### config.mk
export PLATFORM = sky130hd
export DESIGN_NAME = fifo_wr_packer
export DESIGN_NICKNAME = d
export VERILOG_FILES = /design/src/rtl/fifo_wr_packer.sv
export SDC_FILE = /design/constraint.sdc
export NUM_CORES = 1
export LEC_CHECK = 0
export BUFFER_PORTS_ARGS = -buffer_cell sky130_fd_sc_hd__buf_4
export CORE_ASPECT_RATIO = 1.2
export CORE_MARGIN = 1.5
export CORE_UTILIZATION = 45
export CTS_CLUSTER_SIZE = 40
export DETAILED_ROUTE_END_ITERATION = 8
export PLACE_DENSITY = 0.68
export SLEW_MARGIN = 20
export SYNTH_ARGS = -nofsm -noshare
export SYNTH_HDL_FRONTEND = slang
export SYNTH_SLANG_ARGS = --single-unit
### constraint.sdc
create_clock -name clk_i -period 3.3 [get_ports clk_i]
set_input_delay 0.33 -clock clk_i [delete_from_list [all_inputs] [get_ports clk_i]]
set_output_delay 0.33 -clock clk_i [all_outputs]
set_load 0.02 [all_outputs]
### src/rtl/fifo_wr_packer.sv
// Packs Ratio InW-bit beats LSB-first into one OutW-bit word for the async FIFO write port; word valid 1 cycle after its last beat.
// in_ready_o is built from registered state only, so a stalled output costs one bubble after it drains.
module fifo_wr_packer #(
    parameter  int InW        = 8,
    parameter  int Ratio      = 4,
    parameter  int TimeoutCyc = 16,
    localparam int OutW       = InW * Ratio,
    localparam int CntW       = $clog2(Ratio + 1)
) (
    input  logic            clk_i,
    input  logic            rst_i,
    input  logic            in_valid_i,
    output logic            in_ready_o,
    input  logic [InW-1:0]  in_data_i,
    input  logic            flush_i,
    output logic            out_valid_o,
    input  logic            out_ready_i,
    output logic [OutW-1:0] out_data_o,
    output logic [CntW-1:0] out_cnt_o,
    output logic            idle_o
);

    localparam int              TW       = (TimeoutCyc > 2) ? $clog2(TimeoutCyc) : 1;
    localparam logic [CntW-1:0] LAST     = CntW'(Ratio - 1);
    localparam logic [CntW-1:0] FULL     = CntW'(Ratio);
    localparam logic [TW-1:0]   TMO_LAST = TW'((TimeoutCyc > 0) ? TimeoutCyc - 1 : 0);
    localparam bit              TMO_EN   = (TimeoutCyc > 0);

    logic [OutW-1:0] r_acc;
    logic [CntW-1:0] r_cnt;
    logic            r_flush_pend;
    logic [TW-1:0]   r_timer;
    logic [OutW-1:0] r_out_dat;
    logic [CntW-1:0] r_out_cnt;
    logic            r_out_vld;

    logic            w_in_rdy;
    logic            w_acc_fire;
    logic            w_out_free;
    logic            w_full_load;
    logic            w_part_load;
    logic            w_tmo;
    logic [OutW-1:0] w_acc_wr;
    logic [OutW-1:0] w_part;

    assign w_in_rdy    = !r_flush_pend && !((r_cnt == LAST) && r_out_vld);
    assign w_acc_fire  = in_valid_i && w_in_rdy;
    assign w_out_free  = !r_out_vld || out_ready_i;
    // A last beat is only accepted when the output register is empty, so no free check is needed here.
    assign w_full_load = w_acc_fire && (r_cnt == LAST);
    assign w_part_load = r_flush_pend && (r_cnt != '0) && w_out_free;
    assign w_tmo       = TMO_EN && (r_cnt != '0) && !w_acc_fire && !r_flush_pend
                         && (r_timer == TMO_LAST);

    always_comb begin
        w_acc_wr = r_acc;
        w_part   = '0;
        for (int k = 0; k < Ratio; k++) begin
            if (CntW'(k) == r_cnt) w_acc_wr[k*InW +: InW] = in_data_i;
            if (CntW'(k) < r_cnt)  w_part[k*InW +: InW]   = r_acc[k*InW +: InW];
        end
    end

    always_ff @(posedge clk_i) begin
        if (rst_i) begin
            r_acc <= '0;
            r_cnt <= '0;
        end else if (w_full_load || w_part_load) begin
            r_acc <= '0;
            r_cnt <= '0;
        end else if (w_acc_fire) begin
            r_acc <= w_acc_wr;
            r_cnt <= r_cnt + 1'b1;
        end
    end

    // A flush request with nothing held simply retires on the following edge.
    always_ff @(posedge clk_i) begin
        if (rst_i) begin
            r_flush_pend <= 1'b0;
        end else if (flush_i || w_tmo) begin
            r_flush_pend <= 1'b1;
        end else if (r_flush_pend && ((r_cnt == '0) || w_part_load)) begin
            r_flush_pend <= 1'b0;
        end
    end

    always_ff @(posedge clk_i) begin
        if (rst_i) begin
            r_timer <= '0;
        end else if (w_acc_fire || (r_cnt == '0) || r_flush_pend || w_tmo) begin
            r_timer <= '0;
        end else begin
            r_timer <= r_timer + 1'b1;
        end
    end

    always_ff @(posedge clk_i) begin
        if (rst_i) begin
            r_out_dat <= '0;
            r_out_cnt <= '0;
            r_out_vld <= 1'b0;
        end else if (w_full_load) begin
            r_out_dat <= w_acc_wr;
            r_out_cnt <= FULL;
            r_out_vld <= 1'b1;
        end else if (w_part_load) begin
            r_out_dat <= w_part;
            r_out_cnt <= r_cnt;
            r_out_vld <= 1'b1;
        end else if (out_ready_i) begin
            r_out_vld <= 1'b0;
        end
    end

    assign in_ready_o  = w_in_rdy;
    assign out_valid_o = r_out_vld;
    assign out_data_o  = r_out_dat;
    assign out_cnt_o   = r_out_cnt;
    assign idle_o      = (r_cnt == '0) && !r_flush_pend && !r_out_vld;

endmodule

Word-level counts from Yosys, hierarchy flattened
Index checks and enable logic that the tools add are counted.
Storage, ports and cells
  register bits after elaboration: 76
  input port bits: 13
  output and inout port bits: 38
  logic and storage cells: 67
Operators by class
  $add $sub $neg: 2
  order comparisons: 4
  equality and inequality tests: 5
  multiplexer cells: 17
  reductions and logical operators: 31
Operator list (number)
  two-way mux 32 bit: 2
  two-way mux 8 bit: 8
  logical AND 1 bit: 12
  logical OR 1 bit: 7
  == test 2 x 3 -> 1 bit, first input constant: 2
  less-than comparator 1 x 3 -> 1 bit, first input constant: 2
  less-than comparator 2 x 3 -> 1 bit, first input constant: 2
  two-way mux 3 bit: 2
  nonzero test 3 bit: 2
  OR reduction 2 bit: 3
  two-way mux 1 bit: 5
  adder 4 x 1 -> 4 bit, second input constant: 1
  == test 4 bit, second input constant: 1
  zero test 1 bit: 4
  nonzero test 2 bit: 2
  adder 3 x 1 -> 3 bit, second input constant: 1
  == test 1 x 3 -> 1 bit, first input constant: 1
  == test 3 x 2 -> 1 bit, second input constant: 1
  zero test 3 bit: 1

Logic depth before layout (Yosys ltp)
  depth in word-level cells: 11
  depth in mapped cells: 11
  gate-level depth less buffers: 6

Least setup slack after synthesis
Ideal clock, no wire load.
  kind: reg2reg
  from: register r_cnt[1]
  to: register r_acc[16]
  arrival: 1.928 ns
  data required time: 3.185 ns
  slack: 1.256 ns
  cell stages (with the launch flop): 12
  path buffers: 5
  clock period less this slack: 2.044 ns
  cell sequence: dfxtp_1 > buf_2 > inv_1 > ha_1 > nor2b_1 > buf_2 > o32a_1 > buf_4 > nand2b_2 > buf_6 > buf_6 > nor2_1
Between the ends
  word-level cells in the longest chain between the ends: 8
  elaborated cells on any way between the ends: 13
  those cells by class: eq/ne: 2; mux: 1; reduce/logical: 10
RTL lines
  from (decl): line 30  | logic [CntW-1:0] r_cnt;
  from (signal assigned): line 73  | r_cnt <= r_cnt + 1'b1;
  == test 3 x 2 -> 1 bit: line 46, 50
  logical AND 1 bit: line 46  | assign w_in_rdy = !r_flush_pend && !((r_cnt == LAST) && r_out_vld);
  zero test 1 bit: line 46
  logical AND 1 bit: line 46
  logical AND 1 bit: line 47  | assign w_acc_fire = in_valid_i && w_in_rdy;
  logical AND 1 bit: line 50  | assign w_full_load = w_acc_fire && (r_cnt == LAST);
  logical OR 1 bit: line 68  | end else if (w_full_load || w_part_load) begin
  OR reduction 2 bit (no line)
  to (signal assigned): line 72  | r_acc <= w_acc_wr;
  to (decl): line 29  | logic [OutW-1:0] r_acc;
Several ways; a longest one is shown, not always the timed one.
A chain may end at the register's enable or synchronous reset.

Worst setup path in the final report
  from: register r_cnt[1]
  to: register r_out_dat[15] (netlist: out_data_o[15])
Between the ends
  word-level cells in the longest chain between the ends: 7
  elaborated cells on any way between the ends: 16
  those cells by class: order compare: 1; eq/ne: 2; mux: 4; reduce/logical: 9
RTL lines
  parallel branches: the longest is 7 deep, another holds less-than comparator 1 x 3 -> 1 bit
  to (signal assigned): line 104  | r_out_dat <= w_acc_wr;
  to (signal assigned): line 108  | r_out_dat <= w_part;
  to (decl): line 33  | logic [OutW-1:0] r_out_dat;
Parallel ways; which one is timed is not known. The select of a mux whose other input is x is not followed.

==> results.tsv <==
stage	metric	value	unit
critical_path	r2r_slack	0.79	ns
floorplanning	die_w	79.96	um
global_routing	antenna_found_initial	0	
power	power	1.927	mW
finish	multiInputGateArea	1505	um2
finish	nets	396	
routing	wire_per_inst	15.89	um
floorplanning	core_area	6854	um2
sta	fin_tns_setup	0	ns
routing	wl_met2	3.497	mm
routing	drt-met1-wl	3.365	mm
global_routing	grt_pass1_vias	2397	
global_routing	grt_max_degree	36	
critical_path	crit_required	3.55	ns
global_routing	grt_overflow	0	
clocking	ctsHtreeMaxLevel	3	
critical_path	cp-end-kind	flip-flop	
floorplanning	initial_core_util	46.66	%
clocking	tritoncts	yes	
routing	top_layer	met4	
routing	dr_wl_met3	518	um
clocking	cts_sinks	76	
logic_synthesis	ys_ff_latch	76	
place	place_area	3582	um2
power	power_density	508.9	nW/um2
logic_synthesis	synth_edf_count	0	
critical_path	rr_startpoint	r_cnt[1]	
floorplanning	die_h	95.35	um
logic_synthesis	synthDistinctLibCells	46	
finish	design_area	3786	um2
critical_path	r2r-end	out_data_o[15]	
place	dp.cells	455	
clocking	cts-root-buf	clkbuf_8	
place	hpwlAfterDp	5.107	mm
floorplanning	fp-row-count	33	
clocking	holdBufCountCts	0	
clocking	clk_path_buf_depth	2	
worst_hold_path	min_to	r_flush_pend	
sta	maxSlewViolCount	0	
global_routing	grt_pass1_wl	12.27	mm
worst_hold_path	hold_depth	3	
logic_synthesis	synthCells	335	
sta	timing.final.ws_setup	0.7921	ns
logic_synthesis	yosysWarnings	0	
power	irDropWorstVdd	361.6	uV
sta	setup_viol	0	
routing	drt_iter0_drc	175	
critical_path	slowest_stage	dfxtp_1	
sta	fin_skew	0.01092	ns
sta	worstMarginPinSlew	0.6795	ns
routing	routed-via-count	2558	
critical_path	cp-start-kind	flip-flop	
finish	ff_latch_area	1521	um2
place	port_buffers	50	
critical_path	path_max_fanout	12	
routing	detail-route-antenna-nets	0	
sta	finalHoldViolCount	0	
finish	antenna_cells	0	
finish	syn_to_final_growth	18.39	%
finish	layout_common_cells	76 x dfxtp_1, 57 x buf_4, 43 x nor2_1	
sta	slew_headroom	54.62	%
clocking	cts_setup_buffers	0	
floorplanning	dieArea	7623	um2
critical_path	crit_path_max_incr_delay	0.59	ns
routing	finalWirelength	7.482	mm
finish	instances_no_fill	471	
routing	firstDrtPassIters	8	
global_routing	grt.total_usage	21.27	%
run_status	run_status	completed	
finish	final_util	55.24	%
logic_synthesis	mappedNetlistArea	3198	um2
finish	nFillCells	666	
logic_synthesis	avgSynthCellArea	9.546	um2
logic_synthesis	synth_seq_area_share	47.57	%
clocking	cts_resized	0	
clocking	clk_pin_slew	0.09	ns
logic_synthesis	async_reset_ff_share	0	%
sta	finalCritPeriodShare	76.00	%
floorplanning	ios	51	
run	max-cap-violations	0	
critical_path	worstPathCellList	inv_1 -> ha_1 -> nor2b_1 -> o32ai_4 -> nor2_2 -> buf_4 -> a22o_1	
clocking	clk_latency	0.35	ns
critical_path	worstSetupPathType	reg2reg	
worst_hold_path	hp-start	flush_i	
finish	final_common_cell	dfxtp_1	
finish	layout-drive-gt1-share	21.35	%
routing	drc	0	
critical_path	r2r_cells	7	
routing	via_per_inst	5.431	
power	p_leak	1.559	nW
logic_synthesis	synthFlopType	dfxtp_1	
place	place_ws	0.8131	ns
sta	rsz0062_at_grt	no	
sta	max_freq	0.3987	GHz
critical_path	arrival	2.76	ns
worst_hold_path	hold_class	in2reg	
place	gp_congestion	0.9180	
logic_synthesis	syn-num-nets	352	
sta	period_needed	2.508	ns
sta	hold_ws	0.2450	ns
clocking	cts_buffers	9	
==> metal layers <==
metal  global-route usage, %  up-vias
met4                   9.483        0
li1                        -     1271
met2                   33.40       80
met3                   4.211        9
met5                       0        -
met1                   28.21     1198
==> cells in the mapped netlist, types with 4 or more instances <==
cell      instances  area (um2)
a211oi_1          6       45.04
a21oi_1          10       50.05
a221oi_1          6       52.55
a22o_1            8       70.07
a311oi_1          8       70.07
and2_1           10       62.56
and3_1            8       50.05
buf_2             7       35.03
buf_6             6       67.56
clkbuf_1          7       26.28
dfxtp_1          76        1521
ha_1              4       50.05
inv_1             5       18.77
mux2i_1          23       230.2
nand2_1          33       123.9
nand3_1          10       50.05
nand3b_1          8       60.06
nor2_1           43       161.4
nor2b_1           4       25.02
nor3_1           12       60.06
o21ai_0           5       25.02
==> worst max-delay path by stage <==
stage | end | start | cells after the start
detailed placement | out_data_o[15] | r_cnt[1] | 7
CTS | out_data_o[15] | r_cnt[1] | 7
floorplan | r_acc[16] | r_cnt[1] | 11
global route | r_acc[1] | r_cnt[1] | 6
finish | out_data_o[15] | r_cnt[1] | 7
global placement | out_data_o[14] | r_cnt[1] | 7
==> worst max-delay path: cells and delay by family, from the launching register on <==
family                   cells  cell delay, ns
AO/OA/AOI/OAI                2            0.78
adder cells (fa/ha/maj)      1            0.23
buffers and inverters        2            0.42
flip-flops                   1            0.59
AND/OR/NAND/NOR              2            0.39
==> cells by family after synthesis <==
| logic type | share of synthesized area (%) |
|---|---|
| adders and majority gates | 1.565 |
| xor gates and xnor gates | 1.096 |
| and+or+nand+nor | 23.40 |
| AOI/OAI and AO/OA | 13.81 |
| muxes | 7.199 |
| DFF | 47.57 |
| buffers and inverters | 5.359 |
==> registers in the layout, summed over array words and instances, names as in the netlist <==
name	cells
out_data_o	32
r_acc	32
r_timer	4
out_cnt_o	3
r_cnt	3
out_valid_o	1
r_flush_pend	1
==> cell type report <==
class                      instances  share of cell area (%)
multi-input combinational        230                   39.76
sequential                        76                   40.19
inverter                           5                  0.4957
clock inverter                     7                   2.115
clock buffer                       9                   3.272
timing repair buffer              57                   11.30
tap                               87                   2.875
==> where the power goes <==
| group | total, mW | leakage (nW) | switching (mW) | internal, mW |
|---|---|---|---|---|
| combinational | 0.227 | 0.842 | 0.141 | 0.0856 |
| clock | 0.732 | 0.103 | 0.371 | 0.361 |
| sequential | 0.968 | 0.615 | 0.0235 | 0.944 |
Note: power is estimated with default switching activity, not from simulation.
